<file path="src/rtl/pipeline_if_pkg.sv">
// -----------------------------------------------------------------------------
// pipeline_if_pkg
// Shared widths, defaults and types for the instruction-fetch stage.
//   COMMON_WIDTH       : address / datapath width
//   INST_WIDTH         : instruction width
//   START_PC_DEFAULT   : PC loaded on reset
//   FIFO_DEPTH_DEFAULT : fetched-instruction buffer entries (also the
//                        maximum number of outstanding imem requests)
// -----------------------------------------------------------------------------
package pipeline_if_pkg;

  localparam int                      COMMON_WIDTH       = 32;
  localparam int                      INST_WIDTH         = 32;
  localparam logic [COMMON_WIDTH-1:0] START_PC_DEFAULT   = 32'h0000_0000;
  localparam int                      FIFO_DEPTH_DEFAULT = 2;

  // One buffered fetch result: the address it came from and the instruction.
  typedef struct packed {
    logic [COMMON_WIDTH-1:0] pc;
    logic [INST_WIDTH-1:0]   inst;
  } fetch_entry_t;

  // Force an address onto a word boundary.
  function automatic logic [COMMON_WIDTH-1:0] word_align(input logic [COMMON_WIDTH-1:0] addr);
    return {addr[COMMON_WIDTH-1:2], 2'b00};
  endfunction

endpackage

</file>
<file path="src/rtl/pipeline_if_if.sv">
// -----------------------------------------------------------------------------
// pipeline_if_if
// Bundles the fetch stage's pipeline-control, instruction-memory and IF/ID
// output signals.
//   master : the fetch unit (pipeline_if)
//   slave  : the surrounding core / memory / testbench
// Signals:
//   stall, redirect_valid, redirect_pc        : pipeline control into fetch
//   imem_req, imem_addr                       : fetch request out
//   imem_gnt, imem_rvalid, imem_rdata         : memory acceptance / response in
//   inst_valid, inst, inst_pc                 : instruction toward IF/ID
// -----------------------------------------------------------------------------
interface pipeline_if_if;
  import pipeline_if_pkg::*;

  logic                    stall;
  logic                    redirect_valid;
  logic [COMMON_WIDTH-1:0] redirect_pc;
  logic                    imem_req;
  logic [COMMON_WIDTH-1:0] imem_addr;
  logic                    imem_gnt;
  logic                    imem_rvalid;
  logic [INST_WIDTH-1:0]   imem_rdata;
  logic                    inst_valid;
  logic [INST_WIDTH-1:0]   inst;
  logic [COMMON_WIDTH-1:0] inst_pc;

  modport master (
    input  stall, redirect_valid, redirect_pc,
    input  imem_gnt, imem_rvalid, imem_rdata,
    output imem_req, imem_addr,
    output inst_valid, inst, inst_pc
  );

  modport slave (
    output stall, redirect_valid, redirect_pc,
    output imem_gnt, imem_rvalid, imem_rdata,
    input  imem_req, imem_addr,
    input  inst_valid, inst, inst_pc
  );

endinterface

</file>
<file path="src/rtl/pipeline_if_inst_fifo.sv">
// -----------------------------------------------------------------------------
// if_inst_fifo
// Small synchronous FIFO used both for fetched {pc,inst} entries and for the
// outstanding-request address queue.
//   clk, rst  : clock, asynchronous active-high reset
//   flush_i   : empty the FIFO (wins over push/pop)
//   push_i    : write data_i at the tail
//   pop_i     : drop the head entry
//   data_i    : write data
//   head_o    : head entry, all-zero when empty
//   count_o   : number of valid entries
// Push and pop in the same cycle both take effect, including when full.
// -----------------------------------------------------------------------------
module if_inst_fifo
  import pipeline_if_pkg::*;
#(
  parameter int DEPTH = FIFO_DEPTH_DEFAULT,
  parameter int WIDTH = COMMON_WIDTH + INST_WIDTH
) (
  input  logic                       clk,
  input  logic                       rst,
  input  logic                       flush_i,
  input  logic                       push_i,
  input  logic                       pop_i,
  input  logic [WIDTH-1:0]           data_i,
  output logic [WIDTH-1:0]           head_o,
  output logic [$clog2(DEPTH+1)-1:0] count_o
);

  localparam int               PTR_W    = (DEPTH > 1) ? $clog2(DEPTH) : 1;
  localparam int               CNT_W    = $clog2(DEPTH + 1);
  localparam logic [PTR_W-1:0] LAST_PTR = PTR_W'(DEPTH - 1);
  localparam logic [CNT_W-1:0] FULL_CNT = CNT_W'(DEPTH);

  logic [WIDTH-1:0] mem_q [DEPTH];
  logic [PTR_W-1:0] rd_ptr_q, rd_ptr_d;
  logic [PTR_W-1:0] wr_ptr_q, wr_ptr_d;
  logic [CNT_W-1:0] count_q, count_d;
  logic             do_push_s;
  logic             do_pop_s;

  // Pointer advance with explicit wrap so non-power-of-two depths work.
  function automatic logic [PTR_W-1:0] ptr_inc(input logic [PTR_W-1:0] p);
    logic [PTR_W-1:0] n;
    if (p == LAST_PTR) begin
      n = {PTR_W{1'b0}};
    end else begin
      n = p + PTR_W'(1'b1);
    end
    return n;
  endfunction

  assign do_pop_s  = pop_i & (count_q != {CNT_W{1'b0}});
  // A full FIFO may still accept a push when the head leaves in the same cycle.
  assign do_push_s = push_i & ((count_q != FULL_CNT) | do_pop_s);

  // Next-state for pointers and occupancy; flush overrides everything.
  always_comb begin
    rd_ptr_d = rd_ptr_q;
    wr_ptr_d = wr_ptr_q;
    count_d  = count_q;
    if (flush_i) begin
      rd_ptr_d = {PTR_W{1'b0}};
      wr_ptr_d = {PTR_W{1'b0}};
      count_d  = {CNT_W{1'b0}};
    end else begin
      if (do_push_s) begin
        wr_ptr_d = ptr_inc(wr_ptr_q);
      end else begin
        wr_ptr_d = wr_ptr_q;
      end
      if (do_pop_s) begin
        rd_ptr_d = ptr_inc(rd_ptr_q);
      end else begin
        rd_ptr_d = rd_ptr_q;
      end
      count_d = count_q + CNT_W'(do_push_s) - CNT_W'(do_pop_s);
    end
  end

  // Pointer and occupancy registers.
  always_ff @(posedge clk or posedge rst) begin
    if (rst) begin
      rd_ptr_q <= {PTR_W{1'b0}};
      wr_ptr_q <= {PTR_W{1'b0}};
      count_q  <= {CNT_W{1'b0}};
    end else begin
      rd_ptr_q <= rd_ptr_d;
      wr_ptr_q <= wr_ptr_d;
      count_q  <= count_d;
    end
  end

  // Entry storage; cleared on reset so no stale data is ever observable.
  always_ff @(posedge clk or posedge rst) begin
    if (rst) begin
      for (int i = 0; i < DEPTH; i++) begin
        mem_q[i] <= {WIDTH{1'b0}};
      end
    end else if (!flush_i && do_push_s) begin
      mem_q[wr_ptr_q] <= data_i;
    end
  end

  assign head_o  = (count_q != {CNT_W{1'b0}}) ? mem_q[rd_ptr_q] : {WIDTH{1'b0}};
  assign count_o = count_q;

endmodule

</file>
<file path="src/rtl/pipeline_if.sv">
// -----------------------------------------------------------------------------
// pipeline_if
// Instruction-fetch stage. Issues word-aligned fetches to instruction memory
// under a credit rule, buffers returned instructions with their PCs and hands
// them to IF/ID. Redirects flush the buffer and drop in-flight responses.
//   clk : rising-edge clock
//   rst : asynchronous active-high reset
//   bus : pipeline_if_if.master
//         in  : stall, redirect_valid, redirect_pc, imem_gnt, imem_rvalid,
//               imem_rdata
//         out : imem_req, imem_addr, inst_valid, inst, inst_pc
// Parameters:
//   START_PC   : fetch PC after reset
//   FIFO_DEPTH : instruction buffer entries = max outstanding requests
// -----------------------------------------------------------------------------
module pipeline_if
  import pipeline_if_pkg::*;
#(
  parameter logic [COMMON_WIDTH-1:0] START_PC   = START_PC_DEFAULT,
  parameter int                      FIFO_DEPTH = FIFO_DEPTH_DEFAULT
) (
  input logic           clk,
  input logic           rst,
  pipeline_if_if.master bus
);

  localparam int               CNT_W        = $clog2(FIFO_DEPTH + 1);
  localparam logic [CNT_W:0]   CREDIT_LIMIT = (CNT_W + 1)'(FIFO_DEPTH);
  localparam logic [CNT_W-1:0] CNT_ZERO     = {CNT_W{1'b0}};

  logic [COMMON_WIDTH-1:0] pc_q, pc_d;
  logic [CNT_W-1:0]        outstanding_q, outstanding_d;
  logic [CNT_W-1:0]        discard_q, discard_d;

  logic [CNT_W-1:0]        inst_count_s;
  logic [CNT_W-1:0]        aq_count_s;
  logic [COMMON_WIDTH-1:0] aq_head_s;
  fetch_entry_t            inst_head_s;
  fetch_entry_t            push_entry_s;
  logic [CNT_W:0]          credit_sum_s;
  logic                    req_s;
  logic                    fire_s;
  logic                    rsp_s;
  logic                    keep_s;
  logic                    inst_valid_s;
  logic                    pop_s;

  // Buffered instructions count against credit together with in-flight
  // requests, so a returning response always finds a free FIFO slot.
  assign credit_sum_s = {1'b0, outstanding_q} + {1'b0, inst_count_s};
  assign req_s        = ~rst & ~bus.redirect_valid & (credit_sum_s < CREDIT_LIMIT);
  assign fire_s       = req_s & bus.imem_gnt;

  // A response with no matching queued address is ignored so the counters
  // can never underflow.
  assign rsp_s        = bus.imem_rvalid & (aq_count_s != CNT_ZERO);
  assign keep_s       = rsp_s & ~bus.redirect_valid & (discard_q == CNT_ZERO);

  assign inst_valid_s = (inst_count_s != CNT_ZERO) & ~bus.redirect_valid;
  assign pop_s        = inst_valid_s & ~bus.stall;

  assign push_entry_s = '{pc: aq_head_s, inst: bus.imem_rdata};

  // Addresses of requests in flight, in issue order; popped by every response.
  if_inst_fifo #(
    .DEPTH (FIFO_DEPTH),
    .WIDTH (COMMON_WIDTH)
  ) u_addr_q (
    .clk     (clk),
    .rst     (rst),
    .flush_i (1'b0),
    .push_i  (fire_s),
    .pop_i   (rsp_s),
    .data_i  (word_align(pc_q)),
    .head_o  (aq_head_s),
    .count_o (aq_count_s)
  );

  // Fetched {pc, inst} entries waiting for IF/ID.
  if_inst_fifo #(
    .DEPTH (FIFO_DEPTH),
    .WIDTH (COMMON_WIDTH + INST_WIDTH)
  ) u_inst_q (
    .clk     (clk),
    .rst     (rst),
    .flush_i (bus.redirect_valid),
    .push_i  (keep_s),
    .pop_i   (pop_s),
    .data_i  (push_entry_s),
    .head_o  (inst_head_s),
    .count_o (inst_count_s)
  );

  // Next fetch PC and outstanding/discard accounting; redirect wins.
  always_comb begin
    pc_d          = pc_q;
    outstanding_d = outstanding_q;
    discard_d     = discard_q;
    if (bus.redirect_valid) begin
      // No request issues during a redirect, so every remaining in-flight
      // response (old discards included) belongs to the abandoned path.
      pc_d          = word_align(bus.redirect_pc);
      outstanding_d = outstanding_q - CNT_W'(rsp_s);
      discard_d     = outstanding_q - CNT_W'(rsp_s);
    end else begin
      if (fire_s) begin
        pc_d = pc_q + 32'd4;
      end else begin
        pc_d = pc_q;
      end
      outstanding_d = outstanding_q + CNT_W'(fire_s) - CNT_W'(rsp_s);
      if (rsp_s && (discard_q != CNT_ZERO)) begin
        discard_d = discard_q - CNT_W'(1'b1);
      end else begin
        discard_d = discard_q;
      end
    end
  end

  // Fetch PC and request counters.
  always_ff @(posedge clk or posedge rst) begin
    if (rst) begin
      pc_q          <= START_PC;
      outstanding_q <= CNT_ZERO;
      discard_q     <= CNT_ZERO;
    end else begin
      pc_q          <= pc_d;
      outstanding_q <= outstanding_d;
      discard_q     <= discard_d;
    end
  end

  assign bus.imem_req   = req_s;
  assign bus.imem_addr  = word_align(pc_q);
  assign bus.inst_valid = inst_valid_s;
  assign bus.inst       = inst_head_s.inst;
  assign bus.inst_pc    = inst_head_s.pc;

endmodule

</file>
<file path="src/flat_wrapper.sv">
// flat-port wrapper written by rule: the top's interface ports become plain ports
module pipeline_if_flat import pipeline_if_pkg::*;
#(
  parameter logic [COMMON_WIDTH-1:0] START_PC   = START_PC_DEFAULT,
  parameter int                      FIFO_DEPTH = FIFO_DEPTH_DEFAULT
)
  (clk, rst, bus_stall, bus_redirect_valid, bus_redirect_pc, bus_imem_gnt, bus_imem_rvalid, bus_imem_rdata, bus_imem_req, bus_imem_addr, bus_inst_valid, bus_inst, bus_inst_pc);
  pipeline_if_if bus_i ();
  input logic clk;
  input logic rst;
  input wire logic [$bits(bus_i.stall)-1:0] bus_stall;
  input wire logic [$bits(bus_i.redirect_valid)-1:0] bus_redirect_valid;
  input wire logic [$bits(bus_i.redirect_pc)-1:0] bus_redirect_pc;
  input wire logic [$bits(bus_i.imem_gnt)-1:0] bus_imem_gnt;
  input wire logic [$bits(bus_i.imem_rvalid)-1:0] bus_imem_rvalid;
  input wire logic [$bits(bus_i.imem_rdata)-1:0] bus_imem_rdata;
  output wire logic [$bits(bus_i.imem_req)-1:0] bus_imem_req;
  output wire logic [$bits(bus_i.imem_addr)-1:0] bus_imem_addr;
  output wire logic [$bits(bus_i.inst_valid)-1:0] bus_inst_valid;
  output wire logic [$bits(bus_i.inst)-1:0] bus_inst;
  output wire logic [$bits(bus_i.inst_pc)-1:0] bus_inst_pc;
  assign bus_i.stall = bus_stall;
  assign bus_i.redirect_valid = bus_redirect_valid;
  assign bus_i.redirect_pc = bus_redirect_pc;
  assign bus_i.imem_gnt = bus_imem_gnt;
  assign bus_i.imem_rvalid = bus_imem_rvalid;
  assign bus_i.imem_rdata = bus_imem_rdata;
  assign bus_imem_req = bus_i.imem_req;
  assign bus_imem_addr = bus_i.imem_addr;
  assign bus_inst_valid = bus_i.inst_valid;
  assign bus_inst = bus_i.inst;
  assign bus_inst_pc = bus_i.inst_pc;
  pipeline_if #(.START_PC(START_PC), .FIFO_DEPTH(FIFO_DEPTH)) u_core (.clk(clk), .rst(rst), .bus(bus_i));
endmodule
</file>
<file path="config.mk">
export PLATFORM = sky130hd
export DESIGN_NAME = pipeline_if_flat
export DESIGN_NICKNAME = d
export VERILOG_FILES = /design/src/rtl/pipeline_if_pkg.sv /design/src/rtl/pipeline_if_if.sv /design/src/rtl/pipeline_if_inst_fifo.sv /design/src/rtl/pipeline_if.sv /design/src/flat_wrapper.sv
export SDC_FILE = /design/constraint.sdc
export NUM_CORES = 1
export LEC_CHECK = 0
export BUFFER_PORTS_ARGS = -buffer_cell sky130_fd_sc_hd__clkbuf_2
export CAP_MARGIN = 30
export CORE_ASPECT_RATIO = 0.9
export CORE_MARGIN = 10
export CORE_UTILIZATION = 46
export CTS_BUF_LIST = sky130_fd_sc_hd__clkbuf_16
export CTS_CLUSTER_SIZE = 8
export DETAILED_ROUTE_END_ITERATION = 8
export GPL_ROUTABILITY_DRIVEN = 0
export MAX_ROUTING_LAYER = met4
export PLACE_DENSITY = 0.66
export SLEW_MARGIN = 20
export SYNTH_ARGS = -nofsm -noshare
export SYNTH_HDL_FRONTEND = slang
export SYNTH_SLANG_ARGS = --single-unit
</file>
<file path="constraint.sdc">
create_clock -name clk -period 6.3 [get_ports clk]
set_clock_uncertainty 0.05 [all_clocks]
set_input_delay 0.63 -clock clk [delete_from_list [all_inputs] [get_ports clk]]
set_output_delay 0.63 -clock clk [all_outputs]
set_load 0.01 [all_outputs]
</file>
==> results of run 1 <==
[power groups by stage]
stage	clock (mW)	sequential [mW]	combinational, mW
2_1_floorplan	0	2.18	1.19
3_3_place_gp	0	2.26	1.47
3_5_place_dp	0	2.28	1.51
4_1_cts	1.62	2.26	1.52
5_1_grt	1.69	2.33	1.66
6_report	1.57	2.26	1.49
[metrics by stage]
step                instances  utilization
global route             1358        0.552
global placement         1318        0.512
CTS                      1358        0.552
floorplan                 902            -
detailed placement       1320        0.514
finish                   1358        0.552
[sequential cells by signal, indices dropped and copies added, names as in the netlist, 2 cells and up]
| name | cells |
|---|---|
| u_core.u_inst_q.mem_q | 124 |
| u_core.u_addr_q.mem_q | 60 |
| u_core.pc_q | 30 |
| u_core.u_inst_q.count_o | 2 |
| u_core.discard_q | 2 |
| u_core.u_addr_q.count_o | 2 |
| u_core.outstanding_q | 2 |
[cells by family (layout without fill, tap and decap cells)]
group / count (synthesis) / in the layout / share of synthesized area
flip-flops: 226 / 226 / 0.511
other: 1 / 4 / 0.000339
AO/OA/AOI/OAI: 69 / 69 / 0.0446
AND/OR/NAND/NOR: 224 / 224 / 0.0934
adder cells (fa/ha/maj): 10 / 10 / 0.0120
buffers and inverters: 80 / 234 / 0.0381
XOR/XNOR: 10 / 10 / 0.00791
multiplexers: 279 / 279 / 0.293
[final timing paths]
check                                                          start                                    end  slack (ns)  cells after the start
max in group asynchronous                                        rst  u_core.u_inst_q.mem_q[15]$_DFFE_PP0P_        5.08                      3
min in group asynchronous                                        rst            u_core.pc_q[16]$_DFFE_PP0P_        0.40                      3
worst max-delay path            u_core.u_inst_q.count_o[0]$_DFF_PP0_  u_core.u_addr_q.mem_q[61]$_DFFE_PP0P_        2.73                      9
worst min register to register  u_core.u_addr_q.rd_ptr_q$_DFFE_PP0P_   u_core.u_addr_q.rd_ptr_q$_DFFE_PP0P_        0.43                      1
worst min-delay path                              bus_redirect_pc[7]             u_core.pc_q[7]$_DFFE_PP0P_        0.31                      3
worst max register to register  u_core.u_inst_q.count_o[0]$_DFF_PP0_  u_core.u_addr_q.mem_q[61]$_DFFE_PP0P_        2.73                      9
[layout make-up]
class	count	area, um^2	share of cell area
Timing Repair Buffer	175	943	0.0726
Clock inverter	3	21.3	0.00164
Sequential cell	226	5660	0.436
Multi-Input combinational cell	596	5030	0.387
Tap cell	302	378	0.0291
Inverter	21	82.6	0.00636
Clock buffer	35	876	0.0674
[cells in the final DEF, fill, tap and decap left out, types with 5 or more instances in the layout]
cell type	instances
mux2_4	60
o21ai_0	18
dfrtp_1	225
mux2_1	38
a31oi_1	5
clkbuf_2	161
o211ai_1	12
nand2_1	43
mux2_2	86
o311ai_0	8
inv_1	17
mux2i_1	95
buf_4	12
ha_1	9
a21oi_1	9
nor2_1	114
xnor2_1	9
nand3_1	23
nand4_1	8
clkbuf_16	35
[critical path, delay by kind of cell (launching register included)]
kind	cells	cell delay, ns
AOI/OAI and AO/OA	1	0.26
buffers and inverters	2	0.51
DFF	1	0.45
muxes	1	0.37
adders and majority gates	1	0.49
and+or+nand+nor	4	1.30
[layer usage]
| metal | wire length, um | share of wire |
|---|---|---|
| met5 | 0 | 0 |
| met3 | 1680 | 0.067 |
| met2 | 10600 | 0.42 |
| met4 | 274 | 0.011 |
| met1 | 12600 | 0.50 |
==> run_results.csv, run 1 <==
group,metric,value,unit
cts,cts_tree,"done",
placement,io_buffer_count,161,
route,drc,0,
power_and_ir_drop,p_int,3.69,mW
cts,insertion_delay,0.49,ns
cts,htree_levels,2,
power_and_ir_drop,pwr-share-clk,0.295,
global_route,use_met2,0.240,
yosys,synthMostInstantiatedCell,"dfrtp_1",
global_route,antenna_found_initial,0,
cts,cts_setup_buffers,0,
cts,cts_resized,0,
finish,area_growth_syn_to_layout,17.3,%
critical_path,path_cells,"and2_1 > fa_1 > nor4_4 > nand2_2 > a21oi_2 > inv_2 > nor2_2 > buf_4 > mux2_1",
run_status,outcome,"finished, final reports clean",
finish,insertedDiodeCount,0,
yosys,seq_area_frac_synth,0.511,
route,drt_iter0_markers,459,
yosys,synth.top_cells.by_count,"226 x dfrtp_1, 116 x nor2_1, 95 x mux2i_1",
power_and_ir_drop,power_switching,1.62,mW
sta,setup_viol,0,
yosys,synth_flop_cell,"dfrtp_1",
route,vias,7373,
yosys,synth_area_leader_cell,"dfrtp_1",
sta,setup_slack,2.73,ns
floorplanning,num_rows,53,
cts,numCtsBuffers,34,
yosys,yosysUniqueCellTypes,55,
yosys,syn_inst,899,
global_route,gr-usage-met3,0.0389,
global_route,met1_usage,0.239,
floorplanning,fp.dieArea,0.0307,mm^2
floorplanning,fp.dieH,167,um
yosys,async_flop_share,1.00,
power_and_ir_drop,power_leakage,6.30,nW
yosys,synth_area_leaders,"dfrtp_1 51%, mux2_2 8.7%, mux2i_1 8.6%",
critical_path,slowest_delay,0.49,ns
global_route,grt_max_degree,171,
sta,fmax,280,MHz
global_route,grt_usage,0.168,
cts,clkSinkCount,226,
sta,worstMarginPinSlew,0.933,ns
cts,hold_buffers,0,
route,wire_per_inst,18.6,um
yosys,yosysTopAreaCellShare,0.511,
yosys,syn_area_per_cell,12.3,um^2
sta,relSlewSlack,0.378,
power_and_ir_drop,switching_share,0.305,
placement,dp_slack,2.68,ns
finish,fillerInstances,2003,
floorplanning,die_w,184,um
power_and_ir_drop,combPwrFrac,0.280,
cts,path_clk_slew,0.05,ns
route,drtPass1Iterations,5,
run,max_cap_violations,0,
cts,root_buffer,"clkbuf_16",
sta,slew_viol_final,0,
yosys,ys_ff_latch,226,
route,drtAntennaViolNets,0,
route,viasPerCell,5.43,
yosys,yosys_warnings,0,
sta,timing.hold.ws,0.310,ns
sta,min_period,3.57,ns
critical_path,path_class,"flip-flop to flip-flop",
yosys,synth_area,0.0111,mm^2
critical_path,slowest_stage,"fa_1",
finish,finalNetCount,1134,
placement,hpwl,16700,um
floorplanning,initial_core_util,0.471,
global_route,grt_pass1_vias,7658,
sta,hold_viol_final,0,
sta,finalCritPeriodShare,0.567,
critical_path,arrival,3.88,ns
global_route,grt_pass1_wl,41600,um
global_route,grt_overflow,0,
critical_path,cp-end-kind,"flip-flop",
floorplanning,core,0.0235,mm^2
cts,clock_path_buffers,3,
power_and_ir_drop,power.density,409,mW/mm^2
power_and_ir_drop,ir_drop,0.188,mV
yosys,synth-edff-count,0,
floorplanning,ioPinCount,168,
sta,grt_setup_unrepaired,"no",
finish,fin_area,0.0130,mm^2
sta,tns,0,ns
critical_path,critPathMaxFanout,24,
power_and_ir_drop,power.total,5.31,mW
critical_path,start_kind,"flip-flop",
finish,drive_gt1_frac,0.358,
placement,dpl_cell_area,0.0121,mm^2
global_route,gr-max-usage-layer,"met2",
critical_path,required,6.61,ns
power_and_ir_drop,seqPwrFrac,0.425,
route,routed_wirelength,25200,um
min_path,min_path_type,"input port to flip-flop",
(Power assumes the default switching activity.)
==> run 2, diff against run 1 <==
--- a/config.mk
+++ b/config.mk
@@ -5,6 +5,7 @@
 export SDC_FILE = /design/constraint.sdc
 export NUM_CORES = 1
 export LEC_CHECK = 0
+export ABC_AREA = 1
 export BUFFER_PORTS_ARGS = -buffer_cell sky130_fd_sc_hd__clkbuf_2
 export CAP_MARGIN = 30
 export CORE_ASPECT_RATIO = 0.9
@@ -15,7 +16,7 @@
 export DETAILED_ROUTE_END_ITERATION = 8
 export GPL_ROUTABILITY_DRIVEN = 0
 export MAX_ROUTING_LAYER = met4
-export PLACE_DENSITY = 0.66
+export PLACE_DENSITY = 0.64
 export SLEW_MARGIN = 20
 export SYNTH_ARGS = -nofsm -noshare
 export SYNTH_HDL_FRONTEND = slang
==> constraint.sdc (replaced) <==
create_clock -name clk -period 3.65 [get_ports clk]
set_clock_uncertainty 0.05 [all_clocks]
set_input_delay 0.365 -clock clk [delete_from_list [all_inputs] [get_ports clk]]
set_output_delay 0.365 -clock clk [all_outputs]
set_load 0.01 [all_outputs]
==> run 2 against run 1 <==
Net effect: hold slack got worse by 0.28 ns; register-to-register slack got worse by 1.6 ns; sequential cell count did not move; wire length rose by 12%; core utilization barely moved; sequential power rose by 75%; synthesized area fell by 2.2%; critical path depth fell by 3; power rose by 84%; non-clock buffer count rose by 5; combinational power rose by 99%; worst setup slack got worse by 1.8 ns; critical endpoint is now bus_inst_pc[7]; highest routed layer unchanged.
==> run_results.csv, run 2 <==
group,metric,value,unit
finish,ff_latch_area,0.00566,mm^2
critical_path,required,3.23,ns
finish,insertedDiodeCount,0,
sta,worstMarginPinSlew,0.781,ns
route,wire_per_inst,15.7,um
critical_path,slowest_delay,0.58,ns
route,drt_iter0_markers,752,
min_path,hold_depth,3,
cts,htree_levels,2,
placement,hpwl,18900,um
sta,tns,0,ns
sta,fmax,372,MHz
power_and_ir_drop,p_int,6.36,mW
global_route,grt_max_degree,131,
min_path,hold_end,"u_core.pc_q[3]$_DFFE_PP0P_",
yosys,synthMostInstantiatedCell,"nand2_1",
finish,largest_reg_flops,124,
sta,min_period,2.69,ns
sta,finalCritPeriodShare,0.737,
yosys,async_flop_share,1.00,
yosys,synth_flop_cell,"dfrtp_1",
floorplanning,core,0.0233,mm^2
run_status,outcome,"finished, final reports clean",
yosys,synth_area,0.0108,mm^2
cts,cts_tree,"done",
cts,numCtsBuffers,34,
global_route,grt_overflow,0,
sta,relSlewSlack,0.479,
cts,cts_resized,0,
route,drtAntennaViolNets,0,
cts,insertion_delay,0.50,ns
global_route,grt_usage,0.190,
yosys,seq_area_frac_synth,0.522,
finish,mostFrequentLayoutCells,"458 x nand2_1, 225 x dfrtp_1, 161 x clkbuf_2, 125 x o21ai_1, 116 x o21ai_0",
global_route,grt_pass1_vias,9082,
critical_path,path_cells,"inv_1 > nand2_2 > inv_2 > buf_4 > a21oi_1 > clkbuf_2",
yosys,synth_area_leader_cell,"dfrtp_1",
sta,hold_viol_final,0,
finish,multi_input_area,0.00440,mm^2
cts,root_buffer,"clkbuf_16",
yosys,yosys_warnings,0,
power_and_ir_drop,power_leakage,6.30,nW
power_and_ir_drop,combPwrFrac,0.303,
placement,io_buffer_count,161,
run,max_cap_violations,0,
floorplanning,fp.dieH,166,um
finish,fillerInstances,2249,
yosys,ys_ff_latch,226,
route,vias,9256,
finish,final_common_cell,"nand2_1",
sta,setup_viol,0,
global_route,grt_pass1_wl,47100,um
critical_path,critPathMaxFanout,38,
critical_path,r2r-start,"u_core.u_inst_q.count_o[1]$_DFF_PP0_",
sta,slew_viol_final,0,
yosys,synth-edff-count,0,
critical_path,r2r-end,"u_core.outstanding_q[1]$_DFF_PP0_",
power_and_ir_drop,ir_drop,0.337,mV
floorplanning,fp.dieArea,0.0301,mm^2
power_and_ir_drop,pwr-share-clk,0.292,
critical_path,arrival,2.27,ns
finish,drive_gt1_frac,0.164,
yosys,syn_inst,1348,
cts,clkSinkCount,226,
floorplanning,num_rows,53,
cts,clock_path_buffers,3,
critical_path,slowest_stage,"inv_2",
yosys,yosysTopAreaCellShare,0.522,
finish,utilization,0.552,
critical_path,worst-r2r-cell-count,9,
cts,cts_setup_buffers,0,
finish,top_register,"u_core.u_inst_q.mem_q",
floorplanning,ioPinCount,168,
power_and_ir_drop,switching_share,0.349,
critical_path,rrSetupSlack,1.08,ns
power_and_ir_drop,power_switching,3.42,mW
critical_path,path_class,"flip-flop to output pin",
sta,grt_setup_unrepaired,"no",
route,routed_wirelength,28200,um
yosys,synth_area_leaders,"dfrtp_1 52%, nand2_1 16%, o21ai_1 5.8%",
yosys,syn_area_per_cell,8.04,um^2
floorplanning,die_w,182,um
sta,timing.hold.ws,0.0321,ns
critical_path,cp_top_family,"buffers and inverters",
min_path,min_path_type,"input port to flip-flop",
critical_path,cp-end-kind,"output pin",
route,drc,0,
yosys,synth.top_cells.by_count,"459 x nand2_1, 226 x dfrtp_1, 125 x o21ai_1",
floorplanning,initial_core_util,0.466,
critical_path,start_kind,"flip-flop",
yosys,yosysUniqueCellTypes,36,
min_path,hold_start,"bus_redirect_pc[3]",
route,viasPerCell,5.16,
cts,hold_buffers,1,
finish,finalNetCount,1568,
finish,area_growth_syn_to_layout,18.5,%
global_route,antenna_found_initial,0,
power_and_ir_drop,power.density,762,mW/mm^2
route,drtPass1Iterations,5,
finish,reg.largest.list,"u_core.u_inst_q.mem_q: 124 flops, u_core.u_addr_q.mem_q: 60 flops, u_core.pc_q: 30 flops",
power_and_ir_drop,seqPwrFrac,0.404,
cts,path_clk_slew,0.05,ns
critical_path,worst-path-buf-inv,4,
[run 2: changes by cell type after synthesis, moves of 29 or more]
cell	delta
mux2i_1	-95
nor2_1	-76
nand2_1	+416
mux2_1	-38
a21oi_1	+56
mux2_4	-60
mux2_2	-86
nand3_1	+29
o21ai_1	+125
inv_1	+90
o21ai_0	+98
o21a_1	+30
[run 2: worst max path at each step]
stage                                                    start  depth (start not counted)                                     end  slack [ns]
after CTS                 u_core.u_inst_q.count_o[1]$_DFF_PP0_                          6                          bus_inst_pc[7]        0.90
after detailed placement  u_core.u_addr_q.count_o[0]$_DFF_PP0_                          8  u_core.u_inst_q.mem_q[104]$_DFFE_PP0P_        1.07
after floorplan                                            rst                         10    u_core.u_addr_q.count_o[1]$_DFF_PP0_       -1.71
after global routing      u_core.u_inst_q.count_o[1]$_DFF_PP0_                          6                          bus_inst_pc[7]        0.80
after global placement    u_core.u_addr_q.count_o[0]$_DFF_PP0_                          8  u_core.u_inst_q.mem_q[106]$_DFFE_PP0P_        1.11
final                     u_core.u_inst_q.count_o[1]$_DFF_PP0_                          6                          bus_inst_pc[7]        0.96
[run 2: power by group through the flow]
stage               clock network (mW)  logic, mW  registers, mW
global route                      3.03       3.44           4.06
detailed placement                   0       2.96           3.97
floorplan                            0       2.16           3.88
global placement                     0       2.91           3.94
finish                            2.86       2.97           3.96
CTS                               2.93       3.00           3.95
[run 2: cell families (layout without fill, tap and decap cells)]
kind of cell,Yosys count,in the layout,synth area share
xor+xnor,9,9,0.00727
buf+inv,191,332,0.0776
flops,226,226,0.522
fa+ha+maj,10,10,0.0122
other cells,1,4,0.000346
compound gates,345,345,0.169
simple gates,566,566,0.212
[run 2: area by class of cell]
cell class                 count  area share
timing repair buffer         180      0.0792
clock inverter                 3     0.00292
sequential                   226       0.441
inverter                     112      0.0330
tap                          302      0.0294
clock buffer                  37      0.0721
multi-input combinational    934       0.343
[run 2: metrics by stage]
stage | cell area, um^2 | power [mW] | instances | worst slack (ns)
3_3_place_gp | 11800 | 6.85 | 1751 | 1.11
5_1_grt | 12800 | 10.5 | 1794 | 0.797
6_report | 12800 | 9.78 | 1794 | 0.961
4_1_cts | 12800 | 9.87 | 1793 | 0.899
3_5_place_dp | 11900 | 6.94 | 1752 | 1.07
2_1_floorplan | 10900 | 6.04 | 1351 | -1.71
[run 2: worst reg2reg max path, stage by stage, from the launching register on]
cell and delay, ns:
dfrtp_1 0.46, fa_1 0.50, inv_1 0.09, nand4_2 0.30, inv_2 0.24, buf_4 0.34, ha_1 0.20, nand2_1 0.06
xor2_1 0.16, inv_1 0.05
[run 2: per-layer routing]
layer / up-vias / part of all wire / GRT usage
li1: 4627 / - / -
met1: 4310 / 0.50 / 0.275
met2: 273 / 0.42 / 0.265
met3: 46 / 0.065 / 0.0370
met4: 0 / 0.019 / 0.0527
met5: - / 0 / -
